**src/rtl/hit_judge_if.sv**
```systemverilog
// Bundles the player inputs and renderer-facing outputs of the hit judge.
// The master side drives positions, attack flags and restart; the slave side drives health and round status.
interface hit_judge_if #(
  parameter int HP_W = 4
);
  logic [9:0]      p1_x_in;
  logic [9:0]      p2_x_in;
  logic            p1_attack_active;
  logic            p2_attack_active;
  logic            restart_in;
  logic [HP_W-1:0] p1_health_out;
  logic [HP_W-1:0] p2_health_out;
  logic            p1_hit_pulse;
  logic            p2_hit_pulse;
  logic            freeze_out;
  logic            round_over;
  logic [1:0]      winner_out;

  modport master (
    output p1_x_in, p2_x_in, p1_attack_active, p2_attack_active, restart_in,
    input  p1_health_out, p2_health_out, p1_hit_pulse, p2_hit_pulse,
           freeze_out, round_over, winner_out
  );

  modport slave (
    input  p1_x_in, p2_x_in, p1_attack_active, p2_attack_active, restart_in,
    output p1_health_out, p2_health_out, p1_hit_pulse, p2_hit_pulse,
           freeze_out, round_over, winner_out
  );
endinterface

```
**src/rtl/hit_judge.sv**
```systemverilog
// Hit detection, damage and round FSM (FIGHT/HITSTOP/KO) for a two-player fighter.
// P1 faces right and P2 faces left, so both hitboxes cover the gap between the players.
module hit_judge #(
  parameter int CHAR_W        = 32,
  parameter int REACH         = 24,
  parameter int HP_MAX        = 5,
  parameter int HP_W          = 4,
  parameter int DAMAGE        = 1,
  parameter int HITSTOP_TICKS = 4
) (
  input  logic     clk_game,
  input  logic     reset_n,
  hit_judge_if.slave bus
);
  localparam int CNT_W = (HITSTOP_TICKS > 1) ? $clog2(HITSTOP_TICKS) : 1;

  typedef enum logic [1:0] {
    ST_FIGHT   = 2'd0,
    ST_HITSTOP = 2'd1,
    ST_KO      = 2'd2
  } state_t;

  state_t          state_q, state_d;
  logic [CNT_W-1:0] cnt_q, cnt_d;
  logic [HP_W-1:0] p1_hp_q, p1_hp_d, p2_hp_q, p2_hp_d;
  logic            p1_pulse_q, p1_pulse_d, p2_pulse_q, p2_pulse_d;
  logic            freeze_q, freeze_d, round_over_q, round_over_d;
  logic [1:0]      winner_q, winner_d;
  logic            p1_landed_q, p1_landed_d, p2_landed_q, p2_landed_d;
  logic            restart_q, restart_d;

  logic [10:0] p1_left_s, p2_left_s, p1_right_s, p2_right_s, reach_end_s;
  logic        p1_connects_s, p2_connects_s, p1_strike_s, p2_strike_s, restart_rise_s;

  function automatic logic [HP_W-1:0] sat_sub(input logic [HP_W-1:0] hp);
    if (hp < HP_W'(DAMAGE)) begin
      return {HP_W{1'b0}};
    end else begin
      return hp - HP_W'(DAMAGE);
    end
  endfunction

  // Hitbox geometry in 11 bits so right edges never wrap.
  always_comb begin
    p1_left_s      = {1'b0, bus.p1_x_in};
    p2_left_s      = {1'b0, bus.p2_x_in};
    p1_right_s     = p1_left_s + 11'(CHAR_W);
    p2_right_s     = p2_left_s + 11'(CHAR_W);
    reach_end_s    = p1_right_s + 11'(REACH);
    p1_connects_s  = bus.p1_attack_active & (p1_right_s < p2_right_s) & (p2_left_s < reach_end_s);
    p2_connects_s  = bus.p2_attack_active & (p1_left_s < p2_left_s) & (p2_left_s < reach_end_s);
    p1_strike_s    = p1_connects_s & ~p1_landed_q & (state_q == ST_FIGHT);
    p2_strike_s    = p2_connects_s & ~p2_landed_q & (state_q == ST_FIGHT);
    restart_rise_s = bus.restart_in & ~restart_q;
  end

  // Next-state, damage and output computation.
  always_comb begin
    state_d      = state_q;
    cnt_d        = cnt_q;
    p1_hp_d      = p1_hp_q;
    p2_hp_d      = p2_hp_q;
    p1_pulse_d   = p2_strike_s;
    p2_pulse_d   = p1_strike_s;
    freeze_d     = freeze_q;
    round_over_d = round_over_q;
    winner_d     = winner_q;
    restart_d    = bus.restart_in;
    // A latch drops the moment its attack ends, in every state.
    p1_landed_d  = bus.p1_attack_active & (p1_landed_q | p1_strike_s);
    p2_landed_d  = bus.p2_attack_active & (p2_landed_q | p2_strike_s);

    if (p2_strike_s) begin
      p1_hp_d = sat_sub(p1_hp_q);
    end else begin
      p1_hp_d = p1_hp_q;
    end
    if (p1_strike_s) begin
      p2_hp_d = sat_sub(p2_hp_q);
    end else begin
      p2_hp_d = p2_hp_q;
    end

    case (state_q)
      ST_FIGHT: begin
        round_over_d = 1'b0;
        if (p1_strike_s | p2_strike_s) begin
          state_d  = ST_HITSTOP;
          cnt_d    = CNT_W'(HITSTOP_TICKS - 1);
          freeze_d = 1'b1;
        end else begin
          freeze_d = 1'b0;
        end
      end
      ST_HITSTOP: begin
        if (cnt_q == {CNT_W{1'b0}}) begin
          freeze_d = 1'b0;
          if ((p1_hp_q == {HP_W{1'b0}}) || (p2_hp_q == {HP_W{1'b0}})) begin
            state_d      = ST_KO;
            round_over_d = 1'b1;
            winner_d     = {p1_hp_q == {HP_W{1'b0}}, p2_hp_q == {HP_W{1'b0}}};
          end else begin
            state_d = ST_FIGHT;
          end
        end else begin
          cnt_d    = cnt_q - CNT_W'(1);
          freeze_d = 1'b1;
        end
      end
      ST_KO: begin
        freeze_d = 1'b0;
        if (restart_rise_s) begin
          state_d      = ST_FIGHT;
          p1_hp_d      = HP_W'(HP_MAX);
          p2_hp_d      = HP_W'(HP_MAX);
          winner_d     = 2'b00;
          round_over_d = 1'b0;
          p1_landed_d  = 1'b0;
          p2_landed_d  = 1'b0;
        end else begin
          round_over_d = 1'b1;
        end
      end
      default: begin
        state_d      = ST_FIGHT;
        cnt_d        = {CNT_W{1'b0}};
        freeze_d     = 1'b0;
        round_over_d = 1'b0;
      end
    endcase
  end

  // State and output registers.
  always_ff @(posedge clk_game or negedge reset_n) begin
    if (!reset_n) begin
      state_q      <= ST_FIGHT;
      cnt_q        <= {CNT_W{1'b0}};
      p1_hp_q      <= HP_W'(HP_MAX);
      p2_hp_q      <= HP_W'(HP_MAX);
      p1_pulse_q   <= 1'b0;
      p2_pulse_q   <= 1'b0;
      freeze_q     <= 1'b0;
      round_over_q <= 1'b0;
      winner_q     <= 2'b00;
      p1_landed_q  <= 1'b0;
      p2_landed_q  <= 1'b0;
      restart_q    <= 1'b0;
    end else begin
      state_q      <= state_d;
      cnt_q        <= cnt_d;
      p1_hp_q      <= p1_hp_d;
      p2_hp_q      <= p2_hp_d;
      p1_pulse_q   <= p1_pulse_d;
      p2_pulse_q   <= p2_pulse_d;
      freeze_q     <= freeze_d;
      round_over_q <= round_over_d;
      winner_q     <= winner_d;
      p1_landed_q  <= p1_landed_d;
      p2_landed_q  <= p2_landed_d;
      restart_q    <= restart_d;
    end
  end

  assign bus.p1_health_out = p1_hp_q;
  assign bus.p2_health_out = p2_hp_q;
  assign bus.p1_hit_pulse  = p1_pulse_q;
  assign bus.p2_hit_pulse  = p2_pulse_q;
  assign bus.freeze_out    = freeze_q;
  assign bus.round_over    = round_over_q;
  assign bus.winner_out    = winner_q;
endmodule

```
**src/flat_wrapper.sv**
```systemverilog
// flat-port wrapper written by rule: the top's interface ports become plain ports
module hit_judge_flat 
#(
  parameter int CHAR_W        = 32,
  parameter int REACH         = 24,
  parameter int HP_MAX        = 5,
  parameter int HP_W          = 4,
  parameter int DAMAGE        = 1,
  parameter int HITSTOP_TICKS = 4
)
  (clk_game, reset_n, bus_p1_x_in, bus_p2_x_in, bus_p1_attack_active, bus_p2_attack_active, bus_restart_in, bus_p1_health_out, bus_p2_health_out, bus_p1_hit_pulse, bus_p2_hit_pulse, bus_freeze_out, bus_round_over, bus_winner_out);
  hit_judge_if #(.HP_W(HP_W)) bus_i ();
  input  logic clk_game;
  input  logic reset_n;
  input wire logic [$bits(bus_i.p1_x_in)-1:0] bus_p1_x_in;
  input wire logic [$bits(bus_i.p2_x_in)-1:0] bus_p2_x_in;
  input wire logic [$bits(bus_i.p1_attack_active)-1:0] bus_p1_attack_active;
  input wire logic [$bits(bus_i.p2_attack_active)-1:0] bus_p2_attack_active;
  input wire logic [$bits(bus_i.restart_in)-1:0] bus_restart_in;
  output wire logic [$bits(bus_i.p1_health_out)-1:0] bus_p1_health_out;
  output wire logic [$bits(bus_i.p2_health_out)-1:0] bus_p2_health_out;
  output wire logic [$bits(bus_i.p1_hit_pulse)-1:0] bus_p1_hit_pulse;
  output wire logic [$bits(bus_i.p2_hit_pulse)-1:0] bus_p2_hit_pulse;
  output wire logic [$bits(bus_i.freeze_out)-1:0] bus_freeze_out;
  output wire logic [$bits(bus_i.round_over)-1:0] bus_round_over;
  output wire logic [$bits(bus_i.winner_out)-1:0] bus_winner_out;
  assign bus_i.p1_x_in = bus_p1_x_in;
  assign bus_i.p2_x_in = bus_p2_x_in;
  assign bus_i.p1_attack_active = bus_p1_attack_active;
  assign bus_i.p2_attack_active = bus_p2_attack_active;
  assign bus_i.restart_in = bus_restart_in;
  assign bus_p1_health_out = bus_i.p1_health_out;
  assign bus_p2_health_out = bus_i.p2_health_out;
  assign bus_p1_hit_pulse = bus_i.p1_hit_pulse;
  assign bus_p2_hit_pulse = bus_i.p2_hit_pulse;
  assign bus_freeze_out = bus_i.freeze_out;
  assign bus_round_over = bus_i.round_over;
  assign bus_winner_out = bus_i.winner_out;
  hit_judge #(.CHAR_W(CHAR_W), .REACH(REACH), .HP_MAX(HP_MAX), .HP_W(HP_W), .DAMAGE(DAMAGE), .HITSTOP_TICKS(HITSTOP_TICKS)) u_core (.clk_game(clk_game), .reset_n(reset_n), .bus(bus_i));
endmodule
```
**config.mk**
```make
export PLATFORM = sky130hd
export DESIGN_NAME = hit_judge_flat
export DESIGN_NICKNAME = d
export VERILOG_FILES = /design/src/rtl/hit_judge_if.sv /design/src/rtl/hit_judge.sv /design/src/flat_wrapper.sv
export SDC_FILE = /design/constraint.sdc
export NUM_CORES = 1
export LEC_CHECK = 0
export CORE_ASPECT_RATIO = 0.7
export CORE_MARGIN = 1
export CORE_UTILIZATION = 47
export DETAILED_ROUTE_END_ITERATION = 10
export PLACE_DENSITY_LB_ADDON = 0.1
export RECOVER_POWER = 25
export REMOVE_ABC_BUFFERS = 1
export SYNTH_ARGS = -nofsm -noshare
export SYNTH_HDL_FRONTEND = slang
export SYNTH_SLANG_ARGS = --single-unit
```
**constraint.sdc**
```tcl
create_clock -name clk_game -period 1.6 [get_ports clk_game]
set_input_delay 0.16 -clock clk_game [delete_from_list [all_inputs] [get_ports clk_game]]
set_output_delay 0.16 -clock clk_game [all_outputs]
set_load 0.02 [all_outputs]
```
==> results.txt <==
capturing point of the worst reg2reg path: u_core.bus.p2_health_out[1]$_DFF_PN0_
Layout Cells excl Fill: 376
category of the worst setup path launch point: primary input
WL per Instance: 21.0 um
cell area after synthesis: 1900 um^2
CTS max path bufs: 2
Max transition margin: 19.7%
H-tree depth: 1
Detail Route Antenna Nets: 0
total detailed-routing wirelength: 7880 um
area share of xor/xnor cells in the synthesized design: 5.47%
number of global-route vias before repair: 2025
share of cells above drive strength 1: 44.2%
I/O pin count: 39
sequential share of power: 22.7%
switching fraction of total power: 44.3%
worst path cell trace: buf_8 > buf_6 > nand3_4 > xnor2_4 > nand3_2 > xor2_2 > ha_2 > nor2_2 > a311o_1 > a31oi_4 > nor4_4 > buf_4 > buf_6 > nor2_4 > a31oi_1
port buffer count: 38
DR vias/cell: 6.15
Critical Path Max Stage Delay: 0.36 ns
RSZ-0062 raised after global routing: yes
root buf cell: clkbuf_8
status: finished, violations left
share of total power in the clock network: 8.7%
DPL Wire Length: 4150 um
antenna violations before repair: 0
Required @ worst endpoint: 1.73 ns
Worst path most repeated cell: buf_6
number of enable flip-flop cells after synthesis: 0
Synth cell types: 44
arrival time of the worst setup path: 2.58 ns
multiplexer share of the synthesized area: 2.64%
worst-skew pair later-pin latency: 0.27 ns
share of the clock period used by the worst path after layout: 153%
total setup violations reported at the end of the flow: 19
DR vias: 2313
Yosys warning count: 0
slowest stage cell, crit path: a311o_1
Critical R2R Launch: u_core.p1_landed_q$_DFF_PN0_
startpoint of the most critical hold path: bus_p2_attack_active
WS Path Type: primary input to flop
switching power summed over all nets: 1870 uW
violated checks: setup timing
most common cell after layout, fill and taps aside: buf_4
Initial Util: 51.4%
Total Power: 4210 uW
adder-cell share of the synthesized area: 22.4%
utilization after layout: 89.1%
Synth Area in Compound Gates: 18.6%
final weighted congestion in routability-driven placement: 0.845
worst vdd ir: 1.30 mV
leakage power figure: 0.00156 uW
number of rows in the core area: 18
Setup WS pre-CTS: -1.59 ns
overall overflow remaining after global route: 0
CTS tree: built
main combinational cell family by area after synthesis: adder cells
clock slew at reported path FFs: 0.08 ns
number of stages on the worst hold path: 2
# clock sinks: 21
delay-heaviest family, CP: compound AO/OA/AOI/OAI gates
Area Growth Syn to Fin: 73.4%
hold_buf cts: 0
First-pass DRT Iterations: 5
placed cells: 360
largest net degree at the start of global routing: 22
kind of path behind the tightest hold check: primary input to flop
destination of the worst hold path: u_core.p2_landed_q$_DFF_PN0_
count of filler cells inserted in the layout: 166
element type at the critical path end: flop
number of standard cells after synthesis: 212
total routing usage reported by global routing: 31.2%
commonest non-fill, non-tap cells in the layout: buf_4, ha_1, inv_1
clock period minus final worst setup slack: 2.45 ns
Bufs and invs on worst path: 4
synthesis-stage register bit count: 21
Final Max Tran Viols: 0
r2r worst-path depth: 7
average size of a mapped cell: 8.95 um^2
Async SR Flop Fraction: 100%
Worst-Margin Slew: 1.20 ns
core area: 3690 um^2
Simple-Gate Fraction of Synth Area: 16.4%
drt first-iter violations: 184
worst setup slack for register-to-register paths: -0.26 ns
combinational share of power: 68.6%
Pwr per Cell Area: 1280 nW/um^2
first-pass GRT wire length: 10000 um
maximum clock rate: 409 MHz
Die X: 77.9 um
Die Footprint: 4300 um^2
internal portion of total power: 2340 uW
hold violation count in the final report: 0
floorplan die height: 55.2 um
min setup slack post-route: -0.846 ns
Seq/Total Area, Yosys: 28.0%
Worst path depth: 15
number of diodes: 0
dominant synthesized flop cell: dfrtp_1
total DRC errors in the routed layout: 0
Post-layout nets: 386
clock buffers created by TritonCTS: 3
biggest fanout along the worst timing path: 4
post-route clock skew: 0.00177 ns
number of max-capacitance violations reported: 0
[flip-flops by register name, indices dropped and copies added, names as in the netlist]
name / count
u_core.p1_landed_q: 1
u_core.p2_landed_q: 1
u_core.state_q: 2
u_core.cnt_q: 2
u_core.bus.p2_health_out: 4
u_core.bus.p1_hit_pulse: 1
u_core.restart_q: 1
u_core.bus.winner_out: 2
u_core.bus.round_over: 1
u_core.bus.p2_hit_pulse: 1
u_core.bus.freeze_out: 1
u_core.bus.p1_health_out: 4
[synth_stat cells, types with 2 or more instances]
cell type  instances  area share (%)
o21a_1             3             1.2
a211o_1            2            0.92
dfstp_2            4             5.5
nand2_1           12             2.4
inv_1             29             5.7
and4b_1            2             1.1
o211ai_1           3             1.2
a2111oi_0          2            0.92
o31ai_1            2            0.79
a22o_1             2            0.92
o21ai_0           11             2.9
nor2b_1            4             1.3
a21oi_1           13             3.4
o2111ai_1          2            0.92
buf_4              2            0.79
nand3_1           11             2.9
nor3_1             4             1.1
ha_1              34              22
dfrtp_1           17              22
mux2i_1            5             2.6
nor3b_1            4             1.6
o22ai_1            3            0.99
xnor2_1            9             4.2
nor2_1            12             2.4
[how the worst max path moves through the flow]
stage / startpoint / to / slack, ns
after floorplan: bus_p1_x_in[5] / u_core.bus.p1_health_out[2]$_DFF_PN1_ / -1.12
after global routing: bus_p1_x_in[7] / u_core.bus.p2_health_out[1]$_DFF_PN0_ / -0.96
after global placement: bus_p1_x_in[5] / u_core.bus.freeze_out$_DFF_PN0_ / -1.49
final: bus_p1_x_in[5] / u_core.cnt_q[1]$_DFFE_PN0P_ / -0.85
after detailed placement: bus_p1_x_in[5] / u_core.bus.p1_health_out[1]$_DFF_PN0_ / -1.59
after CTS: bus_p1_x_in[5] / u_core.bus.p1_health_out[1]$_DFF_PN0_ / -0.67
[cell families (layout without fill, tap and decap cells)]
family                     Yosys count  after routing
AOI/OAI and AO/OA                   52             52
muxes                                5              5
buffers and inverters               31            145
xor gates and xnor gates            11             11
DFF                                 21             21
adders and majority gates           34             34
and+or+nand+nor                     58             58
[per-layer routing]
metal  vias to the layer above  wire length [um]  GRT usage, %
li1                        988                 -             -
met1                      1125              3190          42.0
met2                       164              3680          53.2
met3                        36               779          5.25
met4                         0               225          8.64
met5                         -                 0             0
[through the flow]
| stage | TNS, ns | cell area [um^2] | hold slack (ns) |
|---|---|---|---|
| after floorplan | -16.81 | 1880 | -0.136 |
| after global placement | -23.45 | 2800 | 0.492 |
| after detailed placement | -25.39 | 2800 | 0.491 |
| after CTS | -9.41 | 3120 | 0.246 |
| after global routing | -14.80 | 3290 | 0.485 |
| final | -12.99 | 3290 | 0.479 |
[what timing repair did]
action / 4_1_cts / 5_1_grt
buffers inserted: 8 / 5
hold endpoints to repair: 0 / 0
endpoints found under the setup margin: 24 / 20
pin swaps: 30 / 32
resized for setup: 100 / 26
[power groups by stage]
stage / Sequential [uW] / Clock (uW) / Combinational [uW]
floorplan: 1070 / 0 / 944
global placement: 896 / 0 / 2090
detailed placement: 900 / 0 / 2150
CTS: 925 / 359 / 2440
global route: 970 / 382 / 3040
finish: 958 / 366 / 2890
[cell type report]
| cell class | instances | area, um^2 | share of cell area [%] |
|---|---|---|---|
| multi-input combinational | 160 | 1580 | 48.1 |
| timing repair buffer | 112 | 961 | 29.2 |
| sequential | 21 | 531 | 16.1 |
| inverter | 29 | 109 | 3.31 |
| tap | 50 | 62.6 | 1.90 |
| clock buffer | 4 | 45.0 | 1.37 |
Note: power is estimated with default switching activity, not from simulation.
